## src/rtl/multicycle_sequencer_pkg.sv

```systemverilog
// Shared definitions for the RISC-KGP multi-cycle sequencer: state encoding,
// default parameter values and the instruction opcode map.
package multicycle_sequencer_pkg;

    // Debug-visible state encoding; the numeric values are part of the interface.
    typedef enum logic [2:0] {
        ST_IDLE   = 3'd0,
        ST_FETCH  = 3'd1,
        ST_DECODE = 3'd2,
        ST_EXEC   = 3'd3,
        ST_MEM    = 3'd4,
        ST_WB     = 3'd5,
        ST_HALT   = 3'd6,
        ST_FAULT  = 3'd7
    } seq_state_e;

    localparam int           DEF_CNT_W       = 32;
    localparam int           DEF_MEM_TIMEOUT = 15;
    localparam logic [4:0]   DEF_HALT_OPCODE = 5'd31;

    // Opcode map, IR[31:27]
    localparam logic [4:0] OP_ALU   = 5'd0;
    localparam logic [4:0] OP_ADDI  = 5'd1;
    localparam logic [4:0] OP_LW    = 5'd2;
    localparam logic [4:0] OP_SW    = 5'd3;
    localparam logic [4:0] OP_COMPI = 5'd4;
    localparam logic [4:0] OP_SHIFT = 5'd5;
    localparam logic [4:0] OP_BR    = 5'd6;
    localparam logic [4:0] OP_BRC   = 5'd7;
    localparam logic [4:0] OP_JR    = 5'd8;
    localparam logic [4:0] OP_BAL   = 5'd9;

    // States in which the sequencer is waiting on a memory acknowledge.
    function automatic logic is_wait_state(input seq_state_e s);
        return (s == ST_FETCH) || (s == ST_MEM);
    endfunction

endpackage

```

## src/rtl/multicycle_sequencer_wait_timer.sv

```systemverilog
// Memory-acknowledge wait timer. Counts cycles spent waiting without an
// acknowledge; o_expired is high once MEM_TIMEOUT such cycles have elapsed.
module multicycle_sequencer_wait_timer #(
    parameter int MEM_TIMEOUT = 15
) (
    input  logic i_clk,
    input  logic i_rst_n,
    input  logic i_clear,
    input  logic i_tick,
    output logic o_expired
);

    localparam int TW = $clog2(MEM_TIMEOUT + 1);

    logic [TW-1:0] r_count;

    assign o_expired = (r_count == TW'(MEM_TIMEOUT));

    // Count unacknowledged wait cycles; saturate at the limit, restart on clear.
    always_ff @(posedge i_clk or negedge i_rst_n) begin
        if (!i_rst_n) begin
            r_count <= '0;
        end else if (i_clear) begin
            r_count <= '0;
        end else if (i_tick && !o_expired) begin
            r_count <= r_count + TW'(1);
        end
    end

endmodule

```

## src/rtl/multicycle_sequencer.sv

```systemverilog
// Multi-cycle sequencer for the RISC-KGP datapath. Steps each instruction
// through FETCH/DECODE/EXEC/MEM/WB, gates IR load, PC commit, memory requests
// and register-file writes, counts retirements and supports halt/resume.
// A memory that fails to acknowledge within MEM_TIMEOUT wait cycles, or a
// decode asking for both read and write, parks the sequencer in FAULT until reset.
// Handshake: a request is held high every cycle until the matching ack is
// sampled high on a rising edge; the ack cycle itself completes the access.
module multicycle_sequencer
    import multicycle_sequencer_pkg::*;
#(
    parameter int         CNT_W       = DEF_CNT_W,
    parameter int         MEM_TIMEOUT = DEF_MEM_TIMEOUT,
    parameter logic [4:0] HALT_OPCODE = DEF_HALT_OPCODE
) (
    input  logic             clk,
    input  logic             rst,
    input  logic             start,
    input  logic             halt_req,
    input  logic [4:0]       opCode,
    input  logic             dec_mem_read,
    input  logic             dec_mem_write,
    input  logic             dec_reg_write,
    input  logic             imem_ack,
    input  logic             dmem_ack,
    output logic             imem_req,
    output logic             ir_load,
    output logic             dmem_rd_req,
    output logic             dmem_wr_req,
    output logic             rf_we,
    output logic             pc_write,
    output logic             busy,
    output logic             fault,
    output logic [2:0]       state,
    output logic [CNT_W-1:0] instr_count
);

    seq_state_e       r_state;
    logic [CNT_W-1:0] r_instr_count;
    logic             r_halt_pend;

    logic       w_wait_state;
    logic       w_ack;
    logic       w_expired;
    logic       w_busy;
    logic       w_retire;
    seq_state_e w_after_retire;

    assign w_wait_state = is_wait_state(r_state);
    assign w_ack        = (r_state == ST_FETCH) ? imem_ack : dmem_ack;
    assign w_busy       = (r_state == ST_FETCH) || (r_state == ST_DECODE) ||
                          (r_state == ST_EXEC)  || (r_state == ST_MEM)    ||
                          (r_state == ST_WB);

    // Retirement: WB, a no-memory no-writeback instruction in EXEC, or a store on its ack.
    assign w_retire = (r_state == ST_WB) ||
                      ((r_state == ST_EXEC) && !dec_mem_read && !dec_mem_write && !dec_reg_write) ||
                      ((r_state == ST_MEM) && dmem_ack && dec_mem_write && !dec_mem_read);

    assign w_after_retire = (halt_req || r_halt_pend) ? ST_HALT : ST_FETCH;

    multicycle_sequencer_wait_timer #(
        .MEM_TIMEOUT (MEM_TIMEOUT)
    ) u_wait_timer (
        .i_clk     (clk),
        .i_rst_n   (rst),
        .i_clear   (!w_wait_state || w_ack),
        .i_tick    (w_wait_state && !w_ack),
        .o_expired (w_expired)
    );

    // Output decode from current state and the handshake/decoder inputs.
    always_comb begin
        imem_req    = (r_state == ST_FETCH);
        ir_load     = (r_state == ST_FETCH) && imem_ack;
        dmem_rd_req = (r_state == ST_MEM) && dec_mem_read;
        dmem_wr_req = (r_state == ST_MEM) && dec_mem_write;
        rf_we       = (r_state == ST_WB);
        pc_write    = w_retire;
        busy        = w_busy;
        fault       = (r_state == ST_FAULT);
    end

    assign state       = r_state;
    assign instr_count = r_instr_count;

    // Sequencer FSM, retired-instruction counter and pending-halt flag.
    always_ff @(posedge clk or negedge rst) begin
        if (!rst) begin
            r_state       <= ST_IDLE;
            r_instr_count <= '0;
            r_halt_pend   <= 1'b0;
        end else begin
            if (w_retire) begin
                r_instr_count <= r_instr_count + CNT_W'(1);
            end
            // A halt request seen mid-instruction is remembered until it retires.
            if (w_retire || !w_busy) begin
                r_halt_pend <= 1'b0;
            end else if (halt_req) begin
                r_halt_pend <= 1'b1;
            end

            unique case (r_state)
                ST_IDLE: begin
                    if (start) r_state <= ST_FETCH;
                end
                ST_FETCH: begin
                    if (imem_ack)       r_state <= ST_DECODE;
                    else if (w_expired) r_state <= ST_FAULT;
                end
                ST_DECODE: begin
                    r_state <= (opCode == HALT_OPCODE) ? ST_HALT : ST_EXEC;
                end
                ST_EXEC: begin
                    if (dec_mem_read && dec_mem_write)      r_state <= ST_FAULT;
                    else if (dec_mem_read || dec_mem_write) r_state <= ST_MEM;
                    else if (dec_reg_write)                 r_state <= ST_WB;
                    else                                    r_state <= w_after_retire;
                end
                ST_MEM: begin
                    if (dmem_ack)       r_state <= dec_mem_read ? ST_WB : w_after_retire;
                    else if (w_expired) r_state <= ST_FAULT;
                end
                ST_WB: begin
                    r_state <= w_after_retire;
                end
                ST_HALT: begin
                    if (start) r_state <= ST_FETCH;
                end
                ST_FAULT: begin
                    r_state <= ST_FAULT;
                end
                default: begin
                    r_state <= ST_FAULT;
                end
            endcase
        end
    end

endmodule

```

## config.mk

```make
export PLATFORM = sky130hd
export DESIGN_NAME = multicycle_sequencer
export DESIGN_NICKNAME = d
export VERILOG_FILES = /design/src/rtl/multicycle_sequencer_pkg.sv /design/src/rtl/multicycle_sequencer_wait_timer.sv /design/src/rtl/multicycle_sequencer.sv
export SDC_FILE = /design/constraint.sdc
export NUM_CORES = 1
export LEC_CHECK = 0
export BUFFER_PORTS_ARGS = -buffer_cell sky130_fd_sc_hd__buf_2
export CORE_ASPECT_RATIO = 0.5
export CORE_UTILIZATION = 47
export DETAILED_ROUTE_END_ITERATION = 8
export PLACE_DENSITY = 0.85
export RECOVER_POWER = 100
export SYNTH_ARGS = -nofsm -noshare
export SYNTH_HDL_FRONTEND = slang
export SYNTH_SLANG_ARGS = --single-unit
```

## constraint.sdc

```tcl
create_clock -name clk -period 2.91 [get_ports clk]
set_clock_uncertainty 0.05 [all_clocks]
set_input_delay 0.582 -clock clk [delete_from_list [all_inputs] [get_ports clk]]
set_output_delay 0.582 -clock clk [all_outputs]
set_load 0.01 [all_outputs]
```

==> impl_metrics.toml <==
[status]
status = "finished, violations left"
violations = "capacitance limit, slew limit"

[logic_synthesis]
synth_cells = 212
synth.avg_cell_area_um2 = 9.81
synth_warnings = 0
ys_types = 40
yosysTopAreaCell = "dfrtp_1"
synth.area.top_cells = "dfrtp_1, xnor2_1, xor2_1, and3_1, nand2_1"
synth_top_area_frac = 0.481
ys_seq_area_frac = 0.481
synth_fp_nets = 228
syn_area_um2 = 2080
ys_ff_latch = 40

[detailed_routing]
wl_met3_um = 226
via_per_inst = 5.43
topRoutingLayerUsed = "met4"
drt-met1-wl_um = 2030
drt_iter0_markers = 68
wl_met2_um = 2440
drc = 0
vias = 1760
drt_wl_total_um = 4730
wl_per_cell_um = 14.6
dr.pass1.iters = 4
final_antenna_net_count = 0

[placement]
dpl_cell_area_um2 = 2400
gp_congestion = 0.917
port-buffer-count = 56
place_hpwl_um = 3430
placed_cells = 316

[sta]
period_needed_ps = 2570
period_share = 0.882
rsz0062_at_grt = "false"
timing.fmax_mhz = 390
worst_pin_slew_ps = 2160
hold_ws_ps = 430
fin_tns_setup_ps = 0
hold_violations = 0
slew_viol_final = 41
setup_viol = 0
timing.slew.headroom = -0.437

[floorplanning]
coreArea_um2 = 4060
start_util = 0.512
std_cell_rows = 16
die-area_um2 = 4710
dieWidth_um = 96.1
pin_count = 57
die_h_um = 49.0

[final_layout]
final_area_um2 = 2470
layout_commonest_cell = "clkbuf_1"
final_cells = 324
drive_gt1_frac = 0.0889
area_delta_synth_final_pct = 18.7
mostFrequentLayoutCells = "clkbuf_1, dfrtp_1, nand2_1"
n_antenna_cell = 0
layout.nets = 285

[worst_hold_path]
holdPathStages = 1
whs_endpoint = "instr_count[31]$_DFFE_PN0P_"
hold_class = "register to register"
min-delay-start = "instr_count[31]$_DFFE_PN0P_"

[grt]
grt_max_degree = 41
track_usage = 0.213
grt-ovfl-total = 0
grt_pass1_wl_um = 7590
grt_antenna_before_repair = 0
grt_pass1_vias = 1706

[power]
power.leakage_nw = 1.17
peakVddDrop_mv = 0.305
powerDensity_nw_per_um2 = 687
total_power_w = 0.00170

[job]
drv_cap = 1

[setup_path]
crit_type = "register to output pin"
max_stage_delay_ps = 610
worstRegToRegCells = 5
crit_path_start_kind = "register"
path_delay_family = "simple AND/OR/NAND/NOR gates"
crit_fanout = 14
cp_cell_sequence = "nor2b_1, o21ai_0, nand2_1, clkbuf_1"
worst_ep_required_time_ps = 2280
critPathCaptureType = "output pin"
reg2reg_to = "instr_count[22]$_DFFE_PN0P_"
timing.rr.start = "state[2]$_DFFE_PN0P_"
regToRegSetupSlack_ps = 520
path_buf_inv = 1
cpMaxStageDelayCell = "dfrtp_1"
worstPathArrival_ps = 1940

[clock_network]
postCtsSetupBuffers = 0
cts.root.buffer_cell = "clkbuf_8"
h-tree-depth = 2
clock_sinks = 40
postCtsResizedCells = 0
clk_path_buf_depth = 2
clock_latency_ps = 290
cts_tree = "done"
path_clk_slew_ps = 80
cts_buffers = 5
hold_buffers = 0
==> sequential cells by signal, summed over array words and instances (netlist names) <==
| register | count |
|---|---|
| instr_count | 32 |
| u_wait_timer.r_count | 4 |
| state | 3 |
| r_halt_pend | 1 |
==> report_power, final <==
group          internal, W  switching [W]
Combinational     0.000193       0.000265
Clock             0.000281       0.000196
Sequential        0.000623       0.000139
Total              0.00110       0.000601
==> cell families after synthesis <==
kind of cell	synth area share
AO/OA/AOI/OAI	0.0794
XOR/XNOR	0.135
adder cells (fa/ha/maj)	0.0120
buffers and inverters	0.0229
flip-flops	0.481
multiplexers	0.0102
AND/OR/NAND/NOR	0.259
==> per-stage QoR <==
stage | utilization | setup WS (ps)
after floorplan | - | 1030
after global placement | 0.591 | 627
after detailed placement | 0.591 | 561
after CTS | 0.621 | 440
after global routing | 0.607 | 208
final | 0.607 | 343
==> how the worst max path moves through the flow <==
stage	from	endpoint	slack (ps)	depth (start not counted)
floorplan	dec_mem_read	pc_write	1030	3
global placement	dec_mem_read	instr_count[7]$_DFFE_PN0P_	630	6
detailed placement	dec_mem_read	instr_count[25]$_DFFE_PN0P_	560	6
CTS	state[2]$_DFFE_PN0P_	pc_write	440	4
global route	state[1]$_DFFE_PN0P_	pc_write	210	4
finish	state[2]$_DFFE_PN0P_	pc_write	340	4
==> area by class of cell <==
class / count / area (um2)
well taps: 54 / 67.6
flip-flops and latches: 40 / 1000
clock inverters: 2 / 38.8
inverters: 6 / 22.5
clock buffers: 6 / 82.6
repair buffers: 56 / 225
fillers: 364 / 1600
multi-input cells: 160 / 1030
==> cell usage after synthesis, drive strengths merged <==
cell type and count:
inv 6, o21ai 8, a31oi 1, a221oi 1, mux2i 1, a21boi 2
a211oi 1, and3 12, and3b 1, nand3b 1, nor2b 4, or2 1
xnor2 17, clkbuf 4, a22o 1, nor2 18, or4 1, and4 6
nor4 3, o22ai 2, o32a 1, nand4 4, and2 1, a21oi 2
nand2 19, nand2b 1, xor2 15, buf 2, nand3 13, mux2 1
o211ai 4, ha 2, o21a 1, nor3 12, a32oi 1, nor3b 2
dfrtp 40
==> routing by layer <==
layer	global-route usage	vias up
li1	-	861
met1	0.255	850
met2	0.375	45
met3	0.0561	4
met4	0.0647	0
met5	0	-
Note: power is estimated with default switching activity, not from simulation.
